--- config.mk ---
export PLATFORM = sky130hd
export DESIGN_NAME = module_acc_ctrl
export DESIGN_NICKNAME = d
export VERILOG_FILES = /design/src/rtl/module_acc_ctrl_pkg.sv /design/src/rtl/module_acc_ctrl_delay.sv /design/src/rtl/module_acc_ctrl.sv
export SDC_FILE = /design/constraint.sdc
export NUM_CORES = 1
export LEC_CHECK = 0
export BUFFER_PORTS_ARGS = -buffer_cell sky130_fd_sc_hd__buf_2
export CORE_MARGIN = 1.5
export CORE_UTILIZATION = 50
export CTS_BUF_LIST = sky130_fd_sc_hd__clkbuf_8
export DETAILED_ROUTE_END_ITERATION = 16
export PLACE_DENSITY = 0.73
export SETUP_SLACK_MARGIN = 0.02
export SLEW_MARGIN = 20
export SYNTH_ARGS = -nofsm -noshare
export SYNTH_HDL_FRONTEND = slang
export SYNTH_HIERARCHICAL = 1
export SYNTH_SLANG_ARGS = --single-unit
--- constraint.sdc ---
create_clock -name clk -period 3.2 [get_ports clk]
set_clock_uncertainty 0.05 [all_clocks]
set_input_delay 0.64 -clock clk [delete_from_list [all_inputs] [get_ports clk]]
set_output_delay 0.64 -clock clk [all_outputs]
set_load 0.03 [all_outputs]
--- src/rtl/module_acc_ctrl_pkg.sv ---
// module_acc_ctrl_pkg: shared sequencer state encoding and default write-back latency
package module_acc_ctrl_pkg;

  typedef enum logic [1:0] {
    IDLE  = 2'd0,
    RUN   = 2'd1,
    DRAIN = 2'd2,
    DONE  = 2'd3
  } acc_state_t;

  // RAM read register plus adder register
  localparam int WB_DELAY_DEF = 2;

endpackage

--- src/rtl/module_acc_ctrl_delay.sv ---
// module_delay_line: width x depth shift register with asynchronous clear
module module_delay_line #(
  parameter int W = 8,
  parameter int D = 2
) (
  input  logic         clk,
  input  logic         rst,
  input  logic [W-1:0] d,
  output logic [W-1:0] q
);

  logic [W-1:0] pipe [D];

  // shift one stage per cycle; reset flushes every stage so in-flight entries vanish
  always_ff @(posedge clk or posedge rst) begin
    if (rst) begin
      for (int i = 0; i < D; i++) pipe[i] <= '0;
    end else begin
      pipe[0] <= d;
      for (int i = 1; i < D; i++) pipe[i] <= pipe[i-1];
    end
  end

  assign q = pipe[D-1];

endmodule

--- src/rtl/module_acc_ctrl.sv ---
// module_acc_ctrl: accumulator-bank sequencer; optional stall counter under ACC_CTRL_STALL_CNT_EN
module module_acc_ctrl
  import module_acc_ctrl_pkg::*;
#(
  parameter int DEPTH    = 114*114,
  parameter int ADDR_BIT = 14,
  parameter int CH_BIT   = 8,
  parameter int WB_DELAY = WB_DELAY_DEF
) (
  input  logic                clk,
  input  logic                rst,
  input  logic                start,
  input  logic [CH_BIT-1:0]   num_ch,
  input  logic                in_valid,
  input  logic                in_zero,
  output logic                in_ready,
  output logic                read_en,
  output logic                write_en,
  output logic [ADDR_BIT-1:0] read_addr,
  output logic [ADDR_BIT-1:0] write_addr,
  output logic                prev_data_zero,
  output logic                curr_data_zero,
  output logic                res_valid,
  output logic [ADDR_BIT-1:0] res_addr,
  output logic                busy,
  output logic                done
`ifdef ACC_CTRL_STALL_CNT_EN
  ,
  output logic [31:0]         stall_cnt
`endif
);

  localparam int DW = $clog2(WB_DELAY + 1);

  acc_state_t          state;
  logic [ADDR_BIT-1:0] pix_cnt;
  logic [CH_BIT-1:0]   ch_cnt, ch_last;
  logic [DW-1:0]       drain_cnt;
  logic                acc, last_pass, pix_end, wb_last;

  assign acc       = in_valid & (state == RUN);
  assign last_pass = ch_cnt == ch_last;
  assign pix_end   = pix_cnt == ADDR_BIT'(DEPTH - 1);
  assign in_ready  = state == RUN;
  assign busy      = state != IDLE;
  assign done      = state == DONE;

  // read-side controls are combinational on the accepting cycle and quiet otherwise
  always_comb begin
    read_en        = acc;
    read_addr      = acc ? pix_cnt : '0;
    prev_data_zero = acc & (ch_cnt == '0);
    curr_data_zero = acc & in_zero;
  end

  // layer sequencer: walks pixels then channels, then waits for the write pipe to empty
  always_ff @(posedge clk or posedge rst) begin
    if (rst) begin
      state     <= IDLE;
      pix_cnt   <= '0;
      ch_cnt    <= '0;
      ch_last   <= '0;
      drain_cnt <= '0;
    end else begin
      case (state)
        IDLE: if (start) begin
          state   <= RUN;
          pix_cnt <= '0;
          ch_cnt  <= '0;
          ch_last <= (num_ch == '0) ? '0 : num_ch - CH_BIT'(1);
        end
        RUN: if (acc) begin
          pix_cnt <= pix_end ? '0 : pix_cnt + ADDR_BIT'(1);
          if (pix_end) begin
            ch_cnt    <= last_pass ? '0 : ch_cnt + CH_BIT'(1);
            drain_cnt <= '0;
            if (last_pass) state <= DRAIN;
          end
        end
        DRAIN: begin
          drain_cnt <= drain_cnt + DW'(1);
          if (drain_cnt == DW'(WB_DELAY - 1)) state <= DONE;
        end
        default: state <= IDLE;
      endcase
    end
  end

  module_delay_line #(
    .W (ADDR_BIT + 2),
    .D (WB_DELAY)
  ) u_wb_pipe (
    .clk (clk),
    .rst (rst),
    .d   ({read_en, read_addr, acc & last_pass}),
    .q   ({write_en, write_addr, wb_last})
  );

  assign res_valid = write_en & wb_last;
  assign res_addr  = write_addr;

`ifdef ACC_CTRL_STALL_CNT_EN
  // counts RUN cycles without a presented beat, saturating
  always_ff @(posedge clk or posedge rst) begin
    if (rst) stall_cnt <= '0;
    else if (state == IDLE && start) stall_cnt <= '0;
    else if (state == RUN && !in_valid && stall_cnt != '1) stall_cnt <= stall_cnt + 32'd1;
  end
`endif

endmodule

* Yosys cells after proc, flatten, opt, wreduce, memory -nomap -nowiden *
Cells that the tools add are included.

word-level totals
  bits in read-only memories = 0
  RAM bits = 0
  memories = 0
  output and inout port bits = 50
  word-level logic and storage cells = 58
  register bits after elaboration = 66
  bits in latches = 0

operators by class
  div/mod/pow operators = 0
  shift operators = 0
  mux-type cells = 20
  reductions and logical operators = 11
  bitwise operators = 5
  magnitude comparators = 0
  multiply operators = 0
  add/subtract/negate cells = 4
  equality and inequality tests = 11

operators with widths
  operator                                                number
  2-to-1 mux 14 bit                                       4
  2-to-1 mux 8 bit                                        5
  one-hot mux 14 bit (2 select lines)                     1
  logical NOT 8 bit                                       2
  one-hot mux 8 bit (2 select lines)                      1
  adder 14 x 1 -> 14 bit (second input constant)          1
  == test 14 bit (second input constant)                  1
  2-to-1 mux 2 bit                                        7
  adder 8 x 1 -> 8 bit (second input constant)            1
  == test 8 bit                                           1
  subtractor 8 x 1 -> 8 bit (second input constant)       1
  inequality test 2 x 1 -> 1 bit (second input constant)  3
  one-hot mux 2 bit (3 select lines)                      1
  AND reduction 3 bit                                     2
  nonzero test 2 bit                                      3
  bitwise AND 1 bit                                       5
  AND reduction 5 bit                                     1
  == test 2 x 1 -> 1 bit (second input constant)          2
  == test 2 bit (second input constant)                   2
  inequality test 2 bit (second input constant)           2
  one-hot mux 2 bit (2 select lines)                      1
  AND reduction 4 bit                                     1
  adder 2 x 1 -> 2 bit (second input constant)            1
  logical NOT 2 bit                                       1
  AND reduction 2 bit                                     1

* Logic depth before layout (Yosys ltp) *
  depth in word-level cells = 5
  gate-level depth with buffers = 9
  gate-level depth less buffers = 7

* Cells and area by module *
The synthesis kept the hierarchy.

modules (own cells, without submodules)
  module             cells each  times used  area each (um^2)  seq. area each (um^2)
  module_acc_ctrl    269         1           2351.0            850.8
  module_delay_line  49          1           924.6             800.8

* Worst setup path after synthesis *
Ideal clock, no wire load.

  path type = reg-to-output
  start point = register state[1]
  end point = output prev_data_zero
  arrival = 2.041 ns
  cell stages (with the launch flop) = 6
  path buffers = 1
  setup slack = 0.469 ns
  required time = 2.510 ns
  cells stage by stage = dfrtp_1 > inv_1 > ha_1 > clkbuf_1 > nand2_1 > nor3_1

between the ends
  word-level cells in the longest chain between the ends = 3

RTL lines
  element                   line                   source
  start: declaration        module_acc_ctrl.sv:35  acc_state_t state;
  start signal: assignment  module_acc_ctrl.sv:59  state <= IDLE;
  start signal: assignment  module_acc_ctrl.sv:67  state <= RUN;
  start signal: assignment  module_acc_ctrl.sv:77  if (last_pass) state <= DRAIN;
  == test 2 x 1 -> 1 bit    --
  via in_ready              module_acc_ctrl.sv:16  output logic in_ready,
  bitwise AND 1 bit         module_acc_ctrl.sv:41  assign acc = in_valid & (state == RUN);
  bitwise AND 1 bit         module_acc_ctrl.sv:52  prev_data_zero = acc & (ch_cnt == '0);
  end: declaration          module_acc_ctrl.sv:21  output logic prev_data_zero,

The timed path passes the listed nets, and every way through them passes these cells.

* Worst setup path after layout *
  start point = register state[1]
  end point = output read_addr[13]

between the ends
  word-level cells in the longest chain between the ends = 3

RTL lines
  element                 line                   source
  == test 2 x 1 -> 1 bit  module_acc_ctrl.sv:41
  bitwise AND 1 bit       module_acc_ctrl.sv:41
  2-to-1 mux 14 bit       module_acc_ctrl.sv:51  read_addr = acc ? pix_cnt : '0;
  end: declaration        module_acc_ctrl.sv:19  output logic [ADDR_BIT-1:0] read_addr,

No other way between the ends.

==> flow_summary_export.csv <==
group,metric,value,unit
drt,vias,2359,
clocking,cts_setup_buffers,0,
die,die_width,83.94,µm
placed_design,gpl.final_weighted_congestion,0.8744,
global_route,grt-ovfl-total,0,
global_route,antenna_found_initial,0,
worst_setup_path,start_kind,"flip-flop",
sta,setup_viol,0,
synthesis,most_common_flop_cell_mapped_by_yosys,"dfrtp_1",
clocking,tritoncts,"built",
synthesis,synth.distinct_cells,52,
worst_setup_path,number_of_cell_instances_on_the_worst_register_to_register_path,5,
placed_design,dpl.hpwl,4268,µm
drt,drt-total-wl,5962,µm
drt,avgRoutedWirePerCell,13.77,µm
power,power.ir.vdd_worst,0.3877,mV
die,core_area,6350,µm²
clocking,cts_root_buffer,"clkbuf_8",
drt,number_of_vias_per_cell,5.448,
sta,rsz0062_at_grt,"no",
worst_setup_path,timing.critical_path.required,2.51,ns
synthesis,synth.yosys.warnings,6,
sta,hold_viol_final,0,
synthesis,netlist_area,3276,µm²
drt,met1_routed_wirelength_after_detailed_routing,2750,µm
synthesis,synthesis.nets,341,
drt,drt_iter0_drc,82,
power,report.power.total,1838,µW
die,design.portCount,63,
sta,timing.fmax,363.9,MHz
drt,dr_wl_met2,2733,µm
global_route,grtUsageTotal,18.33,%
clocking,cts_hold_repair.buffers,0,
synthesis,synthesized_area_divided_by_synthesized_cell_count,10.30,µm²
sta,worst_slew_pin_slew,0.6206,ns
sta,timing.slew.headroom,58.57,%
clocking,cts_buffers,9,
synthesis,ys_top_cells_by_area,"dfrtp_1 50%, buf_4 7.1%, xor2_1 4.5%",
worst_setup_path,setup.reg_to_reg.worst_slack,0.53,ns
placed_design,dp_worst_setup_slack,0.5461,ns
sta,final.setup.tns,0,ns
final_layout,seqCellArea,1652,µm²
clocking,clockBufferDepth,2,
sta,maxSlewViolCount,0,
synthesis,synth_top_area_cell,"dfrtp_1",
sta,ratio_of_final_minimum_period_to_clock_period,85.88,%
min_path,hold_class,"flip-flop to flip-flop",
power,cellPowerDensity,511.9,nW/µm²
min_path,min_delay_path_depth,0,
sta,post-route-min-period,2.748,ns
clocking,cts.sink_count,66,
synthesis,synth-edff-count,0,
synthesis,gate_count_of_the_mapped_netlist,318,
run_status,outcome,"finished clean",
drt,met3WireLength,365,µm
die,start_util,51.59,%
final_layout,antenna-diode-count,0,
worst_setup_path,max_fanout_on_critical_path,18,
synthesis,synth-seq-cells,66,
clocking,source_to_sink_clock_delay_at_the_later_pin_of_the_worst_skew_pair,0.34,ns
global_route,grt_max_degree,35,
die,floorplan.die_area,7046,µm²
die,placement_rows,29,
drt,postRouteAntennaNets,0,
final_layout,filler_cell_count,549,
synthesis,yosys-top-cells-count,"66 x dfrtp_1, 31 x buf_4, 30 x nand2_1, 18 x and3_1, 17 x xor2_1",
drt,remaining_drc_errors,0,
final_layout,multi_input_comb_area,1292,µm²
synthesis,async_flop_share,100.0,%
clocking,cts_resized,0,
final_layout,drive_gt1_share,25.84,%
placed_design,number_of_input_and_output_port_buffers_inserted,62,
final_layout,synthToLayoutAreaGrowth,9.626,%
drt,first_pass_iters,4,
die,overall_die_height,83.94,µm
job,timing.max_cap.violations,0,
final_layout,finish.net_count,374,
synthesis,synth_top_area_share,50.42,%
worst_setup_path,worst_setup_path_end_kind,"output pin",
clocking,cts.clk_slew.worst_paths,0.07,ns
global_route,first_global_vias,2184,
global_route,first_pass_grt_wire_length,10110,µm
power,p_leak,0.001904,µW
synthesis,synth.yosys.seq_area_share,50.42,%
drt,dr.max_layer_used,"met4",
worst_setup_path,crit_type,"flip-flop to output pin",
synthesis,synth.most_common_cell,"dfrtp_1",
worst_setup_path,worst_ep_arrival_time,2.06,ns
sta,final.setup.worst_slack,0.4517,ns
clocking,ctsHtreeMaxLevel,3,
## state kept, by name (all words and copies together) (netlist names)
register        count
u_wb_pipe/pipe     16
u_wb_pipe/q        16
pix_cnt            14
ch_cnt              8
ch_last             8
drain_cnt           2
state               2
## power by group
| group | total, µW | switching (µW) | internal [µW] |
|---|---|---|---|
| Combinational | 285 | 200 | 84.1 |
| Sequential | 961 | 63.2 | 897 |
| Clock | 593 | 315 | 278 |
## cells by family (layout without fill, tap and decap cells)
kind of cell / count (synthesis) / in the layout / synth area share (%)
XOR/XNOR: 21 / 21 / 5.615
flip-flops: 66 / 66 / 50.42
buffers and inverters: 57 / 95 / 10.12
multiplexers: 5 / 5 / 1.681
AND/OR/NAND/NOR: 110 / 110 / 17.95
AO/OA/AOI/OAI: 49 / 49 / 10.39
adder cells (fa/ha/maj): 10 / 10 / 3.820
## per-layer routing
metal / vias to the layer above / global-route usage [%]
met5: - / 0
met4: 0 / 9.091
met3: 9 / 4.847
met2: 86 / 28.30
met1: 1124 / 23.97
li1: 1140 / -
## placed cells by master, fill, tap and decap left out, drive strengths merged, types with 2 or more instances in the layout
cell type  instances
nand3             12
nor3               5
clkbuf             9
xnor2              4
and3              18
ha                10
nand4              5
nor4               8
o31ai              4
buf               64
o41ai              2
xor2              17
a21oi              6
or2                2
inv               16
o21ai             23
clkinv             5
or4                2
dfrtp             66
nand2b             6
mux2i              4
a31o               2
nand2             31
nor2              14
## area by class of cell
cell class                      instances  share of cell area (%)
Inverter                               15                   1.568
Clock buffer                            9                   3.449
Clock inverter                          7                   1.254
Timing Repair Buffer                   64                   9.059
Sequential cell                        66                   45.99
Multi-Input combinational cell        195                   35.99
Tap cell                               77                   2.683
## through the flow
step	area, µm²	hold slack [ns]	instances	utilization, %
finish	3591	0.3001	433	56.55
floorplan	3276	0.2812	318	-
detailed placement	3422	0.2847	417	53.89
CTS	3591	0.3012	433	56.55
global route	3591	0.3064	433	56.55
global placement	3422	0.2813	417	53.89
## critical path, stage by stage, from the launching register on
cell     delay (ns)
dfrtp_1        0.41
inv_1          0.09
ha_1           0.47
buf_4          0.31
and3_1         0.22
buf_2          0.21
## path summary, 6_finish.rpt
| kind | to | start |
|---|---|---|
| hold reg to reg | u_wb_pipe/q[5] | u_wb_pipe/pipe[21] |
| setup / recovery | read_addr[13] | state[1] |
| hold / removal | u_wb_pipe/q[5] | u_wb_pipe/pipe[21] |
| max in group asynchronous | u_wb_pipe/q[1] | rst |
| min in group asynchronous | u_wb_pipe/pipe[31] | rst |
| setup reg to reg | ch_cnt[3] | pix_cnt[4] |
No activity file was read; power rests on OpenSTA's default activity.
